--- config.mk ---
export PLATFORM = sky130hd
export DESIGN_NAME = inv_probe_ctrl
export DESIGN_NICKNAME = d
export VERILOG_FILES = /design/src/rtl/inv_probe_ctrl.sv
export SDC_FILE = /design/constraint.sdc
export NUM_CORES = 1
export LEC_CHECK = 0
export BUFFER_PORTS_ARGS = -buffer_cell sky130_fd_sc_hd__buf_2
export CORE_MARGIN = 2
export CORE_UTILIZATION = 44
export CTS_BUF_LIST = sky130_fd_sc_hd__clkbuf_2 sky130_fd_sc_hd__clkbuf_4 sky130_fd_sc_hd__clkbuf_8
export DETAILED_ROUTE_END_ITERATION = 7
export PLACE_DENSITY_LB_ADDON = 0.25
export SLEW_MARGIN = 30
export SYNTH_ARGS = -nofsm -noshare
export SYNTH_HDL_FRONTEND = slang
export SYNTH_SLANG_ARGS = --single-unit
--- constraint.sdc ---
create_clock -name clk -period 3.4 [get_ports clk]
set_clock_uncertainty 0.2 [all_clocks]
set_input_delay 0.34 -clock clk [delete_from_list [all_inputs] [get_ports clk]]
set_output_delay 0.34 -clock clk [all_outputs]
set_load 0.01 [all_outputs]
--- src/rtl/inv_probe_ctrl.sv ---
// inv_probe_ctrl: toggles the analog inverter input and times the synchronized response.
// Rev 1.0 - initial release.
`default_nettype none

module inv_probe_ctrl #(
  parameter int SYNC_STAGES = 2,
  parameter int TIMEOUT     = 15,
  parameter int CNT_W       = 8
) (
  input  logic             clk,
  input  logic             rst,
  input  logic             start,
  input  logic [CNT_W-1:0] num_toggles,
  input  logic             sense_in,
  output logic             drive_out,
  output logic             busy,
  output logic             done,
  output logic             pass,
  output logic [CNT_W-1:0] err_count,
  output logic [CNT_W-1:0] last_delay,
  output logic [CNT_W-1:0] max_delay
);

  localparam logic [1:0] C_IDLE = 2'd0;
  localparam logic [1:0] C_WAIT = 2'd1;
  localparam logic [1:0] C_GAP  = 2'd2;
  localparam logic [1:0] C_DONE = 2'd3;

  localparam logic [CNT_W-1:0] C_TIMEOUT = CNT_W'(TIMEOUT);
  localparam logic [CNT_W-1:0] C_ONE     = CNT_W'(1);

  logic [1:0]             r_state;
  logic [SYNC_STAGES-1:0] r_sync;
  logic [CNT_W-1:0]       r_cnt;
  logic [CNT_W-1:0]       r_remaining;
  logic                   w_sense_sync;
  logic                   w_match;
  logic [CNT_W-1:0]       w_delay;

  // Resets to 1 so the idle sense already reads as the inverse of drive 0.
  always_ff @(posedge clk or posedge rst) begin
    if (rst) begin
      r_sync <= '1;
    end else begin
      r_sync <= {r_sync[SYNC_STAGES-2:0], sense_in};
    end
  end

  assign w_sense_sync = r_sync[SYNC_STAGES-1];
  assign w_match      = (w_sense_sync == ~drive_out);
  assign w_delay      = w_match ? r_cnt : C_TIMEOUT;

  always_ff @(posedge clk or posedge rst) begin
    if (rst) begin
      r_state     <= C_IDLE;
      r_cnt       <= '0;
      r_remaining <= '0;
      drive_out   <= 1'b0;
      busy        <= 1'b0;
      done        <= 1'b0;
      pass        <= 1'b0;
      err_count   <= '0;
      last_delay  <= '0;
      max_delay   <= '0;
    end else begin
      done <= 1'b0;
      case (r_state)
        C_IDLE: begin
          if (start) begin
            err_count  <= '0;
            last_delay <= '0;
            max_delay  <= '0;
            pass       <= 1'b0;
            busy       <= 1'b1;
            if (num_toggles != '0) begin
              r_remaining <= num_toggles;
              drive_out   <= ~drive_out;
              r_cnt       <= '0;
              r_state     <= C_WAIT;
            end else begin
              r_state <= C_DONE;
            end
          end
        end
        C_WAIT: begin
          // A match wins over the timeout when both occur on the same count.
          if (w_match || (r_cnt == C_TIMEOUT)) begin
            if (!w_match && (err_count != '1)) begin
              err_count <= err_count + C_ONE;
            end
            last_delay <= w_delay;
            if (w_delay > max_delay) begin
              max_delay <= w_delay;
            end
            r_state <= C_GAP;
          end else begin
            r_cnt <= r_cnt + C_ONE;
          end
        end
        C_GAP: begin
          r_remaining <= r_remaining - C_ONE;
          if (r_remaining == C_ONE) begin
            r_state <= C_DONE;
          end else begin
            drive_out <= ~drive_out;
            r_cnt     <= '0;
            r_state   <= C_WAIT;
          end
        end
        C_DONE: begin
          done    <= 1'b1;
          pass    <= (err_count == '0);
          busy    <= 1'b0;
          r_state <= C_IDLE;
        end
        default: r_state <= C_IDLE;
      endcase
    end
  end

endmodule

`default_nettype wire

# Word level (Yosys, flattened, before mapping)

Index checks and enable logic that the tools add are counted.

Bits in registers: 48
Word-level logic and storage cells: 80

Add/sub/neg operators: 3
Magnitude comparators: 1
Equal/unequal tests: 14
Multiplexer cells: 32
Bitwise gates (word level): 1
Reduce and logical (&&, ||, !) cells: 18

Operators by type and width:

| operator                                                               | count |
|---|---|
| 8-bit two-way mux                                                      | 13 |
| 8-bit one-hot mux with 2 select lines                                  | 4 |
| 8-bit one-hot mux with 3 select lines                                  | 1 |
| 8-bit by 1-bit adder with 8-bit output (second input constant)         | 2 |
| 2-bit != test (second input constant)                                  | 7 |
| 4-bit AND reduction                                                    | 3 |
| 8-bit by 1-bit equality test with 1-bit output (second input constant) | 1 |
| 8-bit by 4-bit equality test with 1-bit output (second input constant) | 1 |
| 8-bit > comparator                                                     | 1 |
| 8-bit logical NOT                                                      | 1 |
| 2-bit two-way mux                                                      | 4 |
| 8-bit != test (second input constant)                                  | 1 |
| 2-bit one-hot mux with 4 select lines                                  | 1 |
| 8-bit nonzero test                                                     | 1 |
| 8-bit by 1-bit subtractor with 8-bit output (second input constant)    | 1 |
| 1-bit two-way mux                                                      | 6 |
| 1-bit one-hot mux with 2 select lines                                  | 3 |
| 3-bit AND reduction                                                    | 2 |
| 2-bit nonzero test                                                     | 3 |
| 5-bit AND reduction                                                    | 1 |
| 2-bit equality test (second input constant)                            | 2 |
| 2-bit AND reduction                                                    | 2 |
| 3-bit nonzero test                                                     | 1 |
| 2-bit by 1-bit equality test with 1-bit output (second input constant) | 1 |
| 6 further kinds                                                        | 6 |

# Depth between registers and ports, before layout

Gate-level depths: netlist of run 1.

Depth in word-level cells: 7
Gate-level depth with buffers: 11

# Worst setup path after synthesis of run 1

No wires, ideal clock.

Path type: register -> register
Start: register drive_out
End: register max_delay[4]
Library setup time: 122 ps
Arrival time: 2295 ps
Data required time: 3078 ps
Slack: 784 ps
Stages on the path, launching flop included: 12
Cells stage by stage: dfrtp_1 xnor2_2 nor2_1 inv_1 ha_1 nor2b_1 o211ai_1 a21oi_1 o22a_1 and2_1 buf_4 a32o_1

Longest elaborated chain between the ends: 6
Elaborated cells on any way between the ends: 11

RTL lines:

| element                                                                                       | line | text |
|---|---|---|
| start: declaration                                                                            | 15   | `output logic drive_out,` |
| start signal: assignment                                                                      | 77   | `drive_out <= ~drive_out;` |
| start signal: assignment                                                                      | 105  | `drive_out <= ~drive_out;` |
| 1-bit NOT (*)                                                                                 | 50   | `assign w_match = (w_sense_sync == ~drive_out);` |
| 1-bit equality test (*)                                                                       | 50   |  |
| 8-bit two-way mux                                                                             | 51   | `assign w_delay = w_match ? r_cnt : C_TIMEOUT;` |
| 8-bit > comparator or 8-bit two-way mux (tied branches)                                       | 92   | `if (w_delay > max_delay) begin` |
| 2-bit != test (no source line) or 8-bit two-way mux (tied branches)                           | --   |  |
| 4-bit AND reduction (no source line) or 8-bit one-hot mux with 2 select lines (tied branches) | --   |  |
| end signal: assignment                                                                        | 93   | `max_delay <= w_delay;` |
| end: declaration                                                                              | 21   | `output logic [CNT_W-1:0] max_delay` |

Mark *: on every way between the ends. The rest lies on a longest branch, timed or not. The select of a mux whose other input is x is not followed.
A chain may end at the register's enable or synchronous reset.

# Worst setup path in the final report of run 1

Start: register r_sync[1]
End: register max_delay[4]

Longest elaborated chain between the ends: 5
Elaborated cells on any way between the ends: 10

RTL lines:

| element                                                                                       | line | text |
|---|---|---|
| start: declaration                                                                            | 33   | `logic [SYNC_STAGES-1:0] r_sync;` |
| start signal: assignment                                                                      | 45   | `r_sync <= {r_sync[SYNC_STAGES-2:0], sense_in};` |
| 1-bit equality test (*)                                                                       | 50   |  |
| 8-bit two-way mux                                                                             | 51   |  |
| 8-bit > comparator or 8-bit two-way mux (tied branches)                                       | 92   |  |
| 2-bit != test (no source line) or 8-bit two-way mux (tied branches)                           | --   |  |
| 4-bit AND reduction (no source line) or 8-bit one-hot mux with 2 select lines (tied branches) | --   |  |

Marks and branches as above.

==> results of run 1 <==
## kinds of logic (layout without fill, tap and decap cells)
group	Yosys count	count (layout)	synth area share, %
flops	48	48	45.2
xor+xnor	3	3	1.27
buf+inv	34	70	5.12
compound gates	96	96	24.4
simple gates	92	92	17.2
fa+ha+maj	13	13	6.10
mux	2	2	0.751
## cell type report
cell class | instances | area share, %
Multi-Input combinational cell | 206 | 43.6
Sequential cell | 48 | 39.6
Timing Repair Buffer | 43 | 7.58
Tap cell | 75 | 3.09
Clock buffer | 6 | 2.51
Inverter | 19 | 2.43
Clock inverter | 2 | 1.15
## power breakdown
group          leakage [nW]  switching [mW]  internal, mW  total, mW
registers             0.626           0.153         0.704      0.857
logic                 0.768           0.608         0.385      0.993
clock network        0.0586           0.191         0.226      0.418
## state kept, by name (all words and copies together), names as in the netlist
name	flops
busy	1
done	1
drive_out	1
err_count	8
last_delay	8
max_delay	8
pass	1
r_cnt	8
r_remaining	8
r_state	2
r_sync	2
## through the flow
| step | util (%) | std cells |
|---|---|---|
| floorplan | - | 288 |
| global placement | 49.3 | 389 |
| detailed placement | 49.4 | 389 |
| CTS | 51.6 | 399 |
| global route | 51.6 | 399 |
| finish | 51.6 | 399 |
## layer usage
layer | vias up | track usage, % | share of wire, %
met5 | - | 0 | 0
met4 | 0 | 6.00 | 1.4
met3 | 9 | 3.85 | 3.0
met2 | 29 | 29.7 | 47
met1 | 1083 | 26.0 | 49
li1 | 1114 | - | -
## worst max-delay path: stages (launching register included)
cell                      delay (ns)
sky130_fd_sc_hd__dfstp_2        0.57
sky130_fd_sc_hd__xor2_1         0.48
sky130_fd_sc_hd__and2_1         0.21
sky130_fd_sc_hd__ha_1           0.25
sky130_fd_sc_hd__a21oi_1        0.13
sky130_fd_sc_hd__o21ai_0        0.10
sky130_fd_sc_hd__o22a_1         0.23
sky130_fd_sc_hd__and2_1         0.24
sky130_fd_sc_hd__a32o_1         0.28
## synthesized netlist by cell type (all sizes together) (2+ instances only)
cell	n
ha	13
clkbuf	9
o31ai	10
xor2	2
a32o	4
nand2	16
o22a	5
and3	2
and2	8
a31oi	7
nor4	3
or2	2
dfstp	2
nand4b	3
o21ai	24
nand3	7
inv	19
dfrtp	46
o21a	2
nand4	4
a22o	8
a21oi	21
buf	6
nand2b	4
nor3	4
a211oi	2
mux2i	2
nor2b	4
o21bai	3
nor2	31
## path summary, 6_finish.rpt
path                                  end      startpoint  cells after the start
min                        r_remaining[5]  num_toggles[5]                      3
max in group asynchronous  r_remaining[5]             rst                      3
min in group asynchronous            done             rst                      3
min reg2reg                     r_sync[1]       r_sync[0]                      0
max                          max_delay[4]       r_sync[1]                      8
max reg2reg                  max_delay[4]       r_sync[1]                      8
==> results by group, run 1 <==
Floorplanning
  – Starting density of the core: a little under half
  – Die span in y: just over 80 um
  – Count of pins on the block boundary: 40
  – Row count: 28
  – Floorplan die area: 6700 um2
  – Std-Cell Core Area: slightly below 6000 um2
  – Width of the die: 81.8 um

Clock tree
  – Skew-Pair Late Insertion Delay: roughly 0.30 ns
  – Clock tree from TritonCTS: built
  – Post-CTS resize count: 0
  – Clock transition at the register clock pins on the worst setup and hold paths after CTS: roughly 0.09 ns
  – Max H-tree Level: 2
  – Number of buffers created by CTS: 5
  – # clock sinks: between 40 and 50
  – Longest Clk Path Bufs: 2
  – Hold_buf cts: 2
  – Total setup buffers inserted after CTS: 0
  – Master cell of the clock root buffer: sky130_fd_sc_hd__clkbuf_8

Finish
  – Most frequent cells in the layout: 46 x sky130_fd_sc_hd__dfrtp_1, 39 x sky130_fd_sc_hd__buf_2, 31 x sky130_fd_sc_hd__nor2_1
  – Seq. cell area: between 1000 and 1500 um2
  – Share of cells above drive strength 1: between 10% and 20%
  – Final #Nets: between 300 and 400
  – Area occupied by multi-input gates: around 1300 um2
  – Synth-to-Final Area Change: 14.0%
  – Final Instance Area: 3040 um2
  – Filler Cell Count: 570
  – Most common cell after layout, fill and taps aside: sky130_fd_sc_hd__dfrtp_1
  – Antenna diode instance count: 0

Timing
  – Setup TNS after final layout: 0 ns
  – F_max: around 360 MHz
  – Final-report hold violation count: 0
  – Number of setup violations in the final report: 0
  – Setup repair after global routing missed its margin: false
  – Hold_ws: 0.131 ns
  – Tmin final: about 2.8 ns
  – Number of max-slew violations in the final report: 0
  – Post-route clock period utilization: 82.2%
  – Relative slew slack: 52.8%
  – Worst-margin pin slew: around 0.71 ns
  – Slack of the critical path: 0.606 ns

Power and ir drop
  – Maximum vdd drop: 0.000359 V
  – Static leakage power: approximately 1.5 nW
  – Overall power: about 2.3 mW
  – PD cells: about 750 nW/um2

Synth
  – Area share of the leading cell type in the synthesized netlist: 43.2%
  – Synthesized flop and latch total: 48
  – Post-Syn Area per Cell: 9.25 um2
  – Number of warnings printed during yosys synthesis: 0
  – Most used flip-flop cell after synthesis: sky130_fd_sc_hd__dfrtp_1
  – Number of cells produced by synthesis: approximately 290
  – Synth cell types: 48
  – Async set-or-reset flop fraction in the synthesized netlist: 100%
  – Syn Nets: roughly 310
  – Number of enable flip-flop cells after synthesis: 0
  – Mapped Area: ~2700 um2
  – Dominant cell type by area after synthesis: sky130_fd_sc_hd__dfrtp_1
  – Cells taking the most area after synthesis: sky130_fd_sc_hd__dfrtp_1 43%, sky130_fd_sc_hd__ha_1 6.1%, sky130_fd_sc_hd__o21ai_0 4.5%
  – Seq/Total Area, Yosys: approximately 45%

Run status
  – Outcome: complete, no violations

Critical path
  – Data arrival time of the critical path: ~2.8 ns
  – WS Path Type: reg2reg
  – CP endpoint kind: register
  – Startpoint type of the worst setup path: register
  – Worst setup slack for register-to-register paths: approximately 0.61 ns
  – Required @ worst endpoint: 3.40 ns
  – Critical path fanouts, max: 9

Detailed routing
  – DRC violation total after the first TritonRoute iteration: 89
  – Detailed-route DRC error count: 0
  – Number of detailed-route iterations in the first pass: 4
  – Mean routed wirelength per cell: ~15 um
  – Count of antenna-violating nets left after detailed routing: 0
  – Via Count: between 2,000 and 2,500
  – Via/cell ratio: about 5.6
  – Aggregate routed wire length: a little under 6000 um

Placement
  – Post-DP HPWL: just over 4000 um
  – Post-place instance area: roughly 2900 um2
  – Number of I/O port buffers: 39
  – Gp weighted congestion: 0.873
  – Setup slack at placement: about 0.61 ns

Global routing
  – Largest net degree at the start of global routing: 49
  – GRT Resource Usage Total: between 10% and 20%
  – Initial antenna violation count: 0
  – Global-route wire length before repair: slightly below 10,000 um
  – Grt total ovfl: 0
  – Vias in the first global route: just over 2,000

Hold path
  – Path class of the lowest-slack min-delay path: in2reg

Job
  – Number of max-cap violations: 0
(Power assumes the default switching activity.)
==> run 2: changes to the inputs <==
==> constraint.sdc (replaced) <==
create_clock -name clk -period 2.25 [get_ports clk]
set_clock_uncertainty 0.2 [all_clocks]
set_input_delay 0.225 -clock clk [delete_from_list [all_inputs] [get_ports clk]]
set_output_delay 0.225 -clock clk [all_outputs]
set_load 0.01 [all_outputs]
==> run 2 against run 1 <==
The run now ends with setup timing left. Sequential share of layout area is 3.9 points lower. Setup slack worse by 0.83 ns. Via count is 7.0% higher. Clock-buffer cell count is 1 higher. Die area stayed put. Global-route usage is 1.4 points higher. Non-clock buffer count is 34 higher.
==> results by group, run 2 (synthesized netlist as in run 1, its figures left out) <==
Run status
  – Outcome: finished with violations
  – Failing checks: setup timing

Clock tree
  – Longest Clk Path Bufs: 2
  – Clock transition at the register clock pins on the worst setup and hold paths after CTS: roughly 0.09 ns
  – Number of buffers created by CTS: 5
  – Master cell of the clock root buffer: sky130_fd_sc_hd__clkbuf_8
  – Skew-Pair Late Insertion Delay: ~0.30 ns
  – Max H-tree Level: 2
  – # clock sinks: 48
  – Clock tree from TritonCTS: built

Floorplanning
  – Die span in y: just over 80 um
  – Std-Cell Core Area: between 5000 and 6000 um2
  – Width of the die: slightly above 80 um
  – Floorplan die area: around 6700 um2
  – Count of pins on the block boundary: 40
  – Starting density of the core: a little under half
  – Row count: 28

Finish
  – Final Instance Area: around 3400 um2
  – Seq. cell area: around 1200 um2
  – Final #Nets: 382
  – Synth-to-Final Area Change: 26.6%
  – Antenna diode instance count: 0
  – Share of cells above drive strength 1: between 20% and 30%
  – Most frequent cells in the layout: 44 x sky130_fd_sc_hd__dfrtp_1, 39 x sky130_fd_sc_hd__buf_2, 32 x sky130_fd_sc_hd__buf_4
  – Area occupied by multi-input gates: approximately 1400 um2
  – Filler Cell Count: 544
  – Most common cell after layout, fill and taps aside: sky130_fd_sc_hd__dfrtp_1

Timing
  – Number of max-slew violations in the final report: 0
  – Final-report hold violation count: 0
  – Relative slew slack: between 60% and 70%
  – F_max: ~400 MHz
  – Worst-margin pin slew: 0.496 ns
  – Post-route clock period utilization: 110%
  – Setup repair after global routing missed its margin: true
  – Tmin final: roughly 2.5 ns
  – Number of setup violations in the final report: 8
  – Slack of the critical path: -0.227 ns
  – Setup TNS after final layout: -1.73 ns
  – Hold_ws: ~0.012 ns

Critical path
  – Worst setup slack for register-to-register paths: -0.23 ns
  – WS Path Type: reg2reg
  – Required @ worst endpoint: 2.30 ns
  – Data arrival time of the critical path: ~2.5 ns
  – CP endpoint kind: register
  – Startpoint type of the worst setup path: register
  – Launching instance or port of the critical path: r_sync[1]
  – Critical path fanouts, max: 8
  – Worst R2R Start: r_sync[1]

Power and ir drop
  – PD cells: 1150 nW/um2
  – Static leakage power: between 1.5 and 2 nW
  – Power spent charging and discharging nets: roughly 1.6 mW
  – Internal power of the cells: roughly 2.3 mW
  – Power share of the clock group: ~14%
  – Switching power as a share of total power: just over 40%
  – Seq pwr share: around a third
  – Fraction of power consumed by combinational cells: a little over half
  – Maximum vdd drop: around 0.0005 V

Global routing
  – Largest net degree at the start of global routing: 24
  – GRT Resource Usage Total: between 20 and 25%
  – Initial antenna violation count: 0
  – Global-route wire length before repair: approximately 10,000 um
  – Grt total ovfl: 0
  – Vias in the first global route: roughly 2,300

Detailed routing
  – Total length of routed met2 wires: between 2000 and 3000 um
  – Uppermost layer routed: met4
  – Count of antenna-violating nets left after detailed routing: 0
  – Via/cell ratio: ~5.5
  – Detailed-route DRC error count: 0
  – Mean routed wirelength per cell: 14.3 um
  – DRC violation total after the first TritonRoute iteration: 134
  – Via Count: around 2,400
  – Metal3 WL: ~230 um
  – Aggregate routed wire length: just over 6000 um
  – Number of detailed-route iterations in the first pass: 5
  – WL met1: 3000 um

Hold path
  – Hold Startpoint: num_toggles[1]
  – Path class of the lowest-slack min-delay path: in2reg

Placement
  – Post-place instance area: ~3200 um2
  – Gp weighted congestion: approximately 0.8
  – Number of I/O port buffers: 39
  – Post-DP HPWL: around 4600 um

Job
  – Number of max-cap violations: 0
[run 2: metal layers]
metal  GRT usage (%)  vias to the layer above
met3            3.96                        4
met1            28.1                     1154
met5               0                        -
met4            6.50                        0
met2            31.6                       55
li1                -                     1179
[run 2: timing repair]
action,in CTS,in global routing
hold buffers,2,0
pin swaps,12,11
gates resized for setup,9,11
endpoints found under the setup margin,8,9
gates cloned,0,0
setup buffers,1,1
endpoints found under the hold margin,20,0
[run 2: final timing paths]
kind | end | depth (start not counted)
hold reg to reg | r_sync[1] | 0
max in group asynchronous | r_cnt[1] | 4
setup reg to reg | max_delay[2] | 10
hold / removal | r_remaining[1] | 3
min in group asynchronous | err_count[5] | 3
setup / recovery | max_delay[2] | 10
[run 2: power groups by stage]
stage          sequential, mW  clock [mW]  combinational [mW]
6_report                 1.29       0.530                2.06
4_1_cts                  1.29       0.553                1.99
5_1_grt                  1.34       0.586                2.29
3_3_place_gp             1.29           0                1.87
3_5_place_dp             1.30           0                1.90
2_1_floorplan            1.29           0                1.19
[run 2: critical path, cell delays in order (launching register included)]
cell and delay [ns]:
sky130_fd_sc_hd__dfstp_2 0.63, sky130_fd_sc_hd__xnor2_4 0.12, sky130_fd_sc_hd__nor2_2 0.14, sky130_fd_sc_hd__inv_1 0.07, sky130_fd_sc_hd__ha_1 0.31, sky130_fd_sc_hd__a21oi_1 0.15, sky130_fd_sc_hd__a21oi_1 0.08, sky130_fd_sc_hd__o22a_1 0.19
sky130_fd_sc_hd__buf_6 0.13, sky130_fd_sc_hd__o21bai_4 0.21, sky130_fd_sc_hd__a22o_1 0.18
[run 2: cell type report]
cell class / count / share of cell area (%)
clock buffer: 7 / 2.49
inverter: 19 / 2.11
clock inverter: 1 / 0.148
sequential: 48 / 35.8
multi-input combinational: 206 / 41.6
tap: 75 / 2.78
timing repair buffer: 77 / 15.1
[run 2: per-stage QoR]
stage | setup WS [ns] | utilization [%] | instances | power, mW
3_3_place_gp | -0.231 | 54.0 | 421 | 3.16
5_1_grt | -0.380 | 57.3 | 433 | 4.22
2_1_floorplan | -0.316 | - | 288 | 2.48
4_1_cts | -0.277 | 56.5 | 432 | 3.83
6_report | -0.227 | 57.3 | 433 | 3.88
3_5_place_dp | -0.300 | 54.0 | 421 | 3.19
==> run 3: changes to the inputs <==
--- a/config.mk
+++ b/config.mk
@@ -11,6 +11,7 @@
 export CTS_BUF_LIST = sky130_fd_sc_hd__clkbuf_2 sky130_fd_sc_hd__clkbuf_4 sky130_fd_sc_hd__clkbuf_8
 export DETAILED_ROUTE_END_ITERATION = 7
 export PLACE_DENSITY_LB_ADDON = 0.25
+export SETUP_SLACK_MARGIN = 0.15
 export SLEW_MARGIN = 30
 export SYNTH_ARGS = -nofsm -noshare
 export SYNTH_HDL_FRONTEND = slang
==> run 3 against run 2 <==
The run still ends with setup timing left. Flip-flop and latch count is the same. Die area is the same. Via count grew 1.4%. Clock-buffer cell count is the same. Wire length grew 3.9%. Total power grew 7.1%. Sequential power is essentially flat. Register-to-register slack lost 0.06 ns. Sequential share of layout area shrank 1.4 points. Worst hold slack gained 0.0030 ns.
==> results by group, run 3 (synthesized netlist as in run 1, its figures left out) <==
Detailed routing
  – Via Count: approximately 2,400
  – DRC violation total after the first TritonRoute iteration: roughly 110
  – Via/cell ratio: between 5 and 6
  – Mean routed wirelength per cell: about 15 um
  – Detailed-route DRC error count: 0
  – Number of detailed-route iterations in the first pass: 5
  – Aggregate routed wire length: around 6400 um
  – Count of antenna-violating nets left after detailed routing: 0

Timing
  – Hold_ws: 0.0147 ns
  – Number of max-slew violations in the final report: 0
  – Tmin final: between 2 and 3 ns
  – Final-report hold violation count: 0
  – Setup repair after global routing missed its margin: true
  – F_max: about 390 MHz
  – Relative slew slack: around two thirds
  – Slack of the critical path: -0.282 ns
  – Setup TNS after final layout: -2.18 ns
  – Worst-margin pin slew: about 0.50 ns
  – Number of setup violations in the final report: 8
  – Post-route clock period utilization: 113%

Clock tree
  – Longest Clk Path Bufs: 2
  – Number of buffers created by CTS: 5
  – # clock sinks: 48
  – Skew-Pair Late Insertion Delay: ~0.3 ns
  – Clock transition at the register clock pins on the worst setup and hold paths after CTS: ~0.09 ns
  – Clock tree from TritonCTS: built
  – Master cell of the clock root buffer: sky130_fd_sc_hd__clkbuf_8
  – Max H-tree Level: 2

Finish
  – Final #Nets: 382
  – Area occupied by multi-input gates: 1520 um2
  – Final Instance Area: 3510 um2
  – Antenna diode instance count: 0
  – Synth-to-Final Area Change: 31.8%
  – Fraction of the core area covered by cells at the end of the flow: between 50% and 60%
  – Seq. cell area: between 1000 and 1500 um2
  – Most frequent cells in the layout: 44 x sky130_fd_sc_hd__dfrtp_1, 39 x sky130_fd_sc_hd__buf_2, 27 x sky130_fd_sc_hd__nor2_1
  – Filler-free cell count of the finished design: approximately 430
  – Share of cells above drive strength 1: about a third
  – Most common cell after layout, fill and taps aside: sky130_fd_sc_hd__dfrtp_1
  – Filler Cell Count: between 500 and 600

Placement
  – Setup slack at placement: -0.300 ns
  – Gp weighted congestion: approximately 0.82
  – Number of I/O port buffers: 39
  – # placed instances: 421
  – Post-DP HPWL: between 4000 and 5000 um
  – Post-place instance area: roughly 3200 um2

Critical path
  – Slowest cell delay on critical path: ~0.63 ns
  – Slowest library cell on the worst path: sky130_fd_sc_hd__dfstp_2
  – Required @ worst endpoint: 2.30 ns
  – Startpoint type of the worst setup path: register
  – Ordered list of cells on the worst path: xnor2_4 -> nor2_2 -> inv_1 -> ha_1 -> a21oi_1 -> a21oi_1 -> o22a_1 -> buf_6 -> o21bai_4 -> a22o_1
  – Kind of cell with the highest combined delay on the critical path: compound AO/OA/AOI/OAI gates
  – Data arrival time of the critical path: 2.58 ns
  – Cell with the most instances on the worst path: sky130_fd_sc_hd__a21oi_1
  – Critical path fanouts, max: 8
  – Worst path buffer plus inverter count: 2
  – CP endpoint kind: register
  – WS Path Type: reg2reg

Global routing
  – GRT Resource Usage Total: approximately a fifth
  – Global-route wire length before repair: approximately 10,000 um
  – Largest net degree at the start of global routing: 24
  – Initial antenna violation count: 0
  – Vias in the first global route: between 2,000 and 2,500
  – Grt total ovfl: 0

Floorplanning
  – Width of the die: slightly above 80 um
  – Die span in y: between 80 and 90 um
  – Starting density of the core: 45.3%
  – Std-Cell Core Area: just under 6000 um2
  – Count of pins on the block boundary: 40
  – Row count: 28
  – Floorplan die area: 6700 um2

Run status
  – Outcome: finished with violations
  – Failing checks: setup timing

Power and ir drop
  – Maximum vdd drop: approximately 0.00052 V
  – Overall power: ~4.2 mW
  – PD cells: between 1000 and 1500 nW/um2
  – Static leakage power: about 1.7 nW

Hold path
  – Path class of the lowest-slack min-delay path: in2reg

Job
  – Number of max-cap violations: 0
[run 3: power by group]
part           internal (mW)  total (mW)  switching, mW
Sequential              1.07        1.31          0.238
Clock                  0.243       0.529          0.286
Combinational           1.10        2.33           1.22
Total                   2.41        4.16           1.75
[run 3: cell type report]
cell class / count / area share, %
tap: 75 / 2.67
multi-input combinational: 206 / 43.2
clock buffer: 7 / 2.39
sequential: 48 / 34.3
timing repair buffer: 77 / 15.2
inverter: 19 / 2.03
clock inverter: 1 / 0.142
[run 3: repair_timing]
item / in CTS / in global routing
pin swaps: 13 / 17
hold buffers: 2 / 0
endpoints found under the hold margin: 20 / 0
setup buffers: 1 / 1
endpoints found under the setup margin: 10 / 25
resized for setup: 12 / 46
[run 3: final timing paths]
kind / start / endpoint / slack [ns] / depth (start not counted)
max: r_sync[1] / max_delay[1] / -0.28 / 10
min: num_toggles[1] / r_remaining[1] / 0.01 / 3
min in group asynchronous: rst / err_count[5] / 0.28 / 3
max in group asynchronous: rst / r_cnt[1] / 1.01 / 4
min reg2reg: r_sync[0] / r_sync[1] / 0.17 / 0
max reg2reg: r_sync[1] / max_delay[1] / -0.28 / 10
[run 3: worst min-delay path: stages]
cell                       delay [ns]
sky130_fd_sc_hd__buf_2           0.09
sky130_fd_sc_hd__a211oi_1        0.05
sky130_fd_sc_hd__a21oi_1         0.10
[run 3: per-layer routing]
| layer | track usage (%) | routed length (um) | vias to the layer above |
|---|---|---|---|
| li1 | - | - | 1188 |
| met1 | 28.0 | 3040 | 1165 |
| met2 | 31.6 | 3030 | 65 |
| met3 | 3.96 | 258 | 8 |
| met4 | 6.50 | 100 | 0 |
| met5 | 0 | 0 | - |
